**src/rtl/uart_pkg.sv**
```systemverilog
// -----------------------------------------------------------------------------
// uart_pkg
// Shared definitions for the UART receiver and the future transmitter:
//   - uart_state_t : frame state machine encoding
//   - DEFAULT_OVERSAMPLE / DEFAULT_DATA_BITS : default frame geometry
//   - clog2()      : constant-evaluable ceiling log2 for counter widths
// No ports.
// -----------------------------------------------------------------------------
package uart_pkg;

    typedef enum logic [2:0] {
        IDLE   = 3'd0,
        START  = 3'd1,
        DATA   = 3'd2,
        PARITY = 3'd3,
        STOP   = 3'd4
    } uart_state_t;

    localparam int DEFAULT_OVERSAMPLE = 16;
    localparam int DEFAULT_DATA_BITS  = 8;

    // Ceiling log2; returns at least 1 so a counter always has a bit.
    function automatic int clog2(input int value);
        int result;
        int v;
        result = 0;
        v = value - 1;
        while (v > 0) begin
            result = result + 1;
            v = v >> 1;
        end
        if (result == 0) begin
            result = 1;
        end
        return result;
    endfunction

endpackage

```
**src/rtl/uart_sync_bit.sv**
```systemverilog
// -----------------------------------------------------------------------------
// uart_sync_bit
// SYNC_STAGES-deep flip-flop chain bringing an asynchronous level into the clk
// domain. The chain resets to RESET_VALUE so an idle line reads as idle from
// the first cycle after reset.
// Ports:
//   clk   in  system clock
//   reset in  synchronous, active-high reset
//   d     in  asynchronous input
//   q     out synchronised output (last stage)
// -----------------------------------------------------------------------------
module uart_sync_bit #(
    parameter int   SYNC_STAGES = 2,
    parameter logic RESET_VALUE = 1'b1
) (
    input  logic clk,
    input  logic reset,
    input  logic d,
    output logic q
);

    logic [SYNC_STAGES-1:0] sync_q;

    always_ff @(posedge clk) begin
        if (reset) begin
            sync_q <= {SYNC_STAGES{RESET_VALUE}};
        end else begin
            sync_q <= {sync_q[SYNC_STAGES-2:0], d};
        end
    end

    assign q = sync_q[SYNC_STAGES-1];

endmodule

```
**src/rtl/uart_rx_oversampled.sv**
```systemverilog
// -----------------------------------------------------------------------------
// uart_rx_oversampled
// 8N1-style UART receiver driven by an OVERSAMPLE-per-bit sample_tick. The rx
// line is synchronised, a falling edge starts a frame, the start bit is
// re-checked at its middle, and every following bit is sampled mid-bit.
// Optional build macro UART_RX_PARITY_EN adds an even-parity bit between the
// data bits and the stop bit; without it parity_err is tied low.
// Ports:
//   clk         in  system clock
//   reset       in  synchronous, active-high reset
//   sample_tick in  one-clk pulse, OVERSAMPLE per bit period
//   rx          in  asynchronous serial line, idle high
//   rx_data     out last correctly framed word (holds until next good frame)
//   rx_valid    out one-clk pulse: rx_data updated
//   frame_err   out one-clk pulse: stop bit sampled low
//   parity_err  out one-clk pulse: parity mismatch
//   busy        out high whenever a frame is in progress
// -----------------------------------------------------------------------------
module uart_rx_oversampled
    import uart_pkg::*;
#(
    parameter int DATA_BITS   = DEFAULT_DATA_BITS,
    parameter int OVERSAMPLE  = DEFAULT_OVERSAMPLE,
    parameter int SYNC_STAGES = 2
) (
    input  logic                 clk,
    input  logic                 reset,
    input  logic                 sample_tick,
    input  logic                 rx,
    output logic [DATA_BITS-1:0] rx_data,
    output logic                 rx_valid,
    output logic                 frame_err,
    output logic                 parity_err,
    output logic                 busy
);

    localparam int TICK_W = clog2(OVERSAMPLE);
    localparam int BIT_W  = clog2(DATA_BITS);

    localparam logic [TICK_W-1:0] TICK_HALF = TICK_W'(OVERSAMPLE / 2 - 1);
    localparam logic [TICK_W-1:0] TICK_LAST = TICK_W'(OVERSAMPLE - 1);
    localparam logic [BIT_W-1:0]  BIT_LAST  = BIT_W'(DATA_BITS - 1);

    logic                 rx_s;
    logic                 rx_prev;
    uart_state_t          state, state_next;
    logic [TICK_W-1:0]    tick_cnt, tick_next;
    logic [BIT_W-1:0]     bit_cnt, bit_next;
    logic [DATA_BITS-1:0] shift, shift_next;
    logic                 stop_sample;
    logic                 valid_set;
    logic                 frame_set;

    uart_sync_bit #(
        .SYNC_STAGES (SYNC_STAGES),
        .RESET_VALUE (1'b1)
    ) u_sync_rx (
        .clk   (clk),
        .reset (reset),
        .d     (rx),
        .q     (rx_s)
    );

    // State register
    always_ff @(posedge clk) begin
        if (reset) begin
            state <= IDLE;
        end else begin
            state <= state_next;
        end
    end

`ifdef UART_RX_PARITY_EN
    logic parity_bad, parity_bad_next;
`endif

    // Next-state and counter/shift logic; counters only move on sample_tick.
    always_comb begin
        state_next = state;
        tick_next  = tick_cnt;
        bit_next   = bit_cnt;
        shift_next = shift;
`ifdef UART_RX_PARITY_EN
        parity_bad_next = parity_bad;
`endif
        case (state)
            IDLE: begin
                // Edge, not level: a held-low break cannot restart a frame.
                if (rx_prev && !rx_s) begin
                    state_next = START;
                    tick_next  = '0;
                end
            end
            START: begin
                if (sample_tick) begin
                    if (tick_cnt == TICK_HALF) begin
                        tick_next = '0;
                        bit_next  = '0;
                        state_next = rx_s ? IDLE : DATA;
                    end else begin
                        tick_next = tick_cnt + 1'b1;
                    end
                end
            end
            DATA: begin
                if (sample_tick) begin
                    if (tick_cnt == TICK_LAST) begin
                        shift_next = {rx_s, shift[DATA_BITS-1:1]};
                        tick_next  = '0;
                        if (bit_cnt == BIT_LAST) begin
`ifdef UART_RX_PARITY_EN
                            state_next = PARITY;
`else
                            state_next = STOP;
`endif
                        end else begin
                            bit_next = bit_cnt + 1'b1;
                        end
                    end else begin
                        tick_next = tick_cnt + 1'b1;
                    end
                end
            end
`ifdef UART_RX_PARITY_EN
            PARITY: begin
                if (sample_tick) begin
                    if (tick_cnt == TICK_LAST) begin
                        // Even parity: line bit must equal XOR of the data.
                        parity_bad_next = (rx_s != ^shift);
                        tick_next  = '0;
                        state_next = STOP;
                    end else begin
                        tick_next = tick_cnt + 1'b1;
                    end
                end
            end
`endif
            STOP: begin
                if (sample_tick) begin
                    if (tick_cnt == TICK_LAST) begin
                        tick_next  = '0;
                        state_next = IDLE;
                    end else begin
                        tick_next = tick_cnt + 1'b1;
                    end
                end
            end
            default: begin
                state_next = IDLE;
            end
        endcase
    end

    // Output decode
    always_comb begin
        stop_sample = (state == STOP) && sample_tick && (tick_cnt == TICK_LAST);
        valid_set   = stop_sample && rx_s;
        frame_set   = stop_sample && !rx_s;
        busy        = (state != IDLE);
    end

    always_ff @(posedge clk) begin
        if (reset) begin
            rx_prev   <= 1'b1;
            tick_cnt  <= '0;
            bit_cnt   <= '0;
            shift     <= '0;
            rx_data   <= '0;
            rx_valid  <= 1'b0;
            frame_err <= 1'b0;
        end else begin
            rx_prev   <= rx_s;
            tick_cnt  <= tick_next;
            bit_cnt   <= bit_next;
            shift     <= shift_next;
            rx_valid  <= valid_set;
            frame_err <= frame_set;
            if (valid_set) begin
                rx_data <= shift;
            end
        end
    end

`ifdef UART_RX_PARITY_EN
    always_ff @(posedge clk) begin
        if (reset) begin
            parity_bad <= 1'b0;
            parity_err <= 1'b0;
        end else begin
            parity_bad <= parity_bad_next;
            parity_err <= stop_sample && parity_bad;
        end
    end
`else
    assign parity_err = 1'b0;
`endif

endmodule
```
**config.mk**
```make
export PLATFORM = sky130hd
export DESIGN_NAME = uart_rx_oversampled
export DESIGN_NICKNAME = d
export VERILOG_FILES = /design/src/rtl/uart_pkg.sv /design/src/rtl/uart_sync_bit.sv /design/src/rtl/uart_rx_oversampled.sv
export SDC_FILE = /design/constraint.sdc
export NUM_CORES = 1
export LEC_CHECK = 0
export BUFFER_PORTS_ARGS = -buffer_cell sky130_fd_sc_hd__buf_2
export CORE_AREA = 10 10 62 64
export DETAILED_ROUTE_END_ITERATION = 10
export DIE_AREA = 0 0 72 74
export PLACE_DENSITY = 0.72
export REMOVE_ABC_BUFFERS = 1
export SETUP_SLACK_MARGIN = 0.2
export SLEW_MARGIN = 20
export SYNTH_ARGS = -nofsm -noshare
export SYNTH_HDL_FRONTEND = slang
export SYNTH_SLANG_ARGS = --single-unit
```
**constraint.sdc**
```tcl
create_clock -name clk -period 4.6 [get_ports clk]
set_input_delay 0 -clock clk [delete_from_list [all_inputs] [get_ports clk]]
set_output_delay 0 -clock clk [all_outputs]
set_load 0.1 [all_outputs]
```
==> summary.md <==
| Metric | Value |
|---|---|
| Outcome | completed |
| WL per Instance | around 14 um |
| Commonest non-fill, non-tap cell in the layout | dfxtp_1 |
| Die Wd | about 70 um |
| Fmax | between 500 and 600 MHz |
| Fin nets | 166 |
| Setup slack, reg-to-reg | about 2.7 ns |
| Initial antenna violation count | 0 |
| Htree depth | 2 |
| Nature of the critical path startpoint | flip-flop |
| Clock slew seen by the registers of the worst setup and hold paths | 0.10 ns |
| Clock tree from TritonCTS | built |
| Worst Max-Slew Pin Slew | 0.556 ns |
| Post-synthesis sequential area ratio | between 40% and 50% |
| Peak VDD IR | between 0.0002 and 0.00025 V |
| Die Y | between 70 and 80 um |
| Final setup fails | 0 |
| Vias in the first global route | around 1000 |
| Lkg Pwr | 0.629 nW |
| Period utilisation layout | around two fifths |
| Most used DFF post-synth | dfxtp_1 |
| CTS Hold Bufs | 1 |
| Ranking of synthesized cells by area | dfxtp_1 (45%), mux2i_1 (12%), nor2_1 (5.7%), nand2_1 (3.0%), ha_1 (2.7%) |
| Register bit total from synthesis | 31 |
| Crit path from | state[0] |
| Final WL | roughly 2600 um |
| Finished Core Util | 56.3% |
| Setup TNS | 0 ns |
| Share of Yosys cell area claimed by the top area cell type | approximately 45% |
| Total core area | approximately 2700 um^2 |
| Post-synth EDFFs | 0 |
| Most frequent cells in the layout | dfxtp_1 (31), nor2_1 (21), mux2i_1 (16) |
| Input/output buffers | 14 |
| # diodes | 0 |
| Overall Global Routing Usage | between 10% and 20% |
| FF-to-FF path depth | 4 |
| Clk Tree Root Cell | clkbuf_4 |
| Yosys top cell by area | dfxtp_1 |
| GRT overflow | 0 |
| WHS | between 0.05 and 0.06 ns |
| Final max-slew violation count | 0 |
| DP Wirelength | roughly 1800 um |
| Initial Util | 51.7% |
| Max cap viols | 0 |
| Largest net degree at the start of global routing | 33 |
| Async S/R FF share, synth | 0% |
| CTS resizes | 0 |
| Share of layout cells above drive strength 1 | between 10% and 20% |
| Worst R2R End | bit_cnt[0] |
| CTS buffer count | 5 |
| Final hold vios | 0 |
| Drt via density | 5.46 |
| Final cell count without fillers | 190 |
| Relative slew slack | 63.0% |
| Pwr Density | 306 nW/um^2 |
| Type of the tightest min-delay check | primary input to flip-flop |
| Clock Latency Late Sink | approximately 0.33 ns |
| Placed insts | about 180 |
| Syn_area_per_cell | 9.37 um^2 |
| Mapped cell area | 1380 um^2 |
| Post-CTS Repair Setup Buffers | 0 |
| Worst-case clock skew | between 0.006 and 0.007 ns |
| DIE AREA | around 5300 um^2 |
| RSZ-0062 raised after global routing | false |
| CP endpoint | bit_cnt[0] |
| Filler cells | between 200 and 300 |
| CP arrival | about 2.2 ns |
| Post-route minimum period | approximately 1.9 ns |
| Post-synthesis cell count | 147 |
| CTS Buffer Depth | 2 |
| Synthesis warning total | 0 |
| FF-to-FF Start | state[0] |
| Placer Congestion | between 0.7 and 0.8 |
| Worst Setup End Kind | flip-flop |
| Global-route wire length before repair | 4570 um |
| Boundary pin count | 16 |
| Crit path kind | flip-flop to flip-flop |
| Clock Sinks | 31 |
| Final Power | about 460 uW |
| Antenna violation net count after detailed routing | 0 |
| Remaining DRCs | 0 |
| Count of cell types in the netlist | 44 |
| Worst EP required | roughly 4.9 ns |
| DRT Pass-1 Iters | 4 |
| Rows | 19 |
| Via count | roughly 1000 |
| Crit Path Max Fanout | 15 |
| Iter 0 DRT Violations | 149 |
| P&R area growth vs syn | 8.90% |
==> synthesized netlist by cell type, types with 2 or more instances <==
master,n
nor3b_1,2
nand2_1,11
nor2_1,21
o21ai_0,2
nand3_1,6
or2_2,3
a21oi_1,3
dfxtp_1,31
or2_1,2
buf_2,3
o31ai_1,2
inv_1,3
and2_1,2
or3_1,2
clkbuf_1,5
ha_1,3
mux2i_1,16
or3b_1,4
==> power by group <==
group	switching, mW	internal [mW]
Clock	0.0921	0.0707
Sequential	0.00240	0.270
Combinational	0.0168	0.00661
Total	0.111	0.347
==> final cells by class <==
cell class              count  area, um^2  area share (%)
clock inverters             1        5.00           0.334
multi-input cells         103         693            46.2
inverters                   3        11.3           0.751
clock buffers               6        51.3            3.42
flip-flops and latches     31         621            41.4
well taps                  31        38.8            2.59
repair buffers             15        80.1            5.34
==> critical path, cell delays in order, from the launching register on <==
cell and delay, ns:
dfxtp_1 0.63, or3b_1 0.40, a211o_1 0.37, or3_1 0.34
a21oi_2 0.12
==> per-layer routing <==
layer | GRT usage, % | part of all wire [%]
met5 | 0 | 0
met4 | 6.02 | 1.4
met3 | 4.79 | 5.1
met2 | 17.4 | 48
met1 | 11.5 | 46
==> per-stage QoR <==
step                instance area [um^2]  worst slack [ns]
floorplan                           1330              2.42
global placement                    1430              2.78
detailed placement                  1430              2.73
CTS                                 1500              2.71
global route                        1500              2.49
finish                              1500              2.69
==> how the worst min path moves through the flow <==
stage	from	endpoint	depth (start not counted)
2_1_floorplan	reset	bit_cnt[0]	1
3_3_place_gp	rx	u_sync_rx.sync_q[0]	2
3_5_place_dp	rx	u_sync_rx.sync_q[0]	2
4_1_cts	sample_tick	tick_cnt[1]	4
5_1_grt	sample_tick	tick_cnt[1]	4
6_report	sample_tick	tick_cnt[1]	4
==> registers in the layout, summed over array words and instances (netlist names) <==
register and flops:
bit_cnt 3, rx_valid 1, state 3, tick_cnt 4, u_sync_rx.sync_q 2, frame_err 1, shift 8, rx_prev 1
rx_data 8
==> logic make-up (layout without fill, tap and decap cells) <==
family / Yosys count / count (layout) / share of synthesized area [%]
and+or+nand+nor: 64 / 64 / 25.3
DFF: 31 / 31 / 45.1
AOI/OAI and AO/OA: 18 / 18 / 9.81
muxes: 16 / 16 / 11.6
buffers and inverters: 13 / 25 / 4.63
adders and majority gates: 3 / 3 / 2.73
other: 1 / 1 / 0.272
xor gates and xnor gates: 1 / 1 / 0.636
No activity file was read; power rests on OpenSTA's default activity.
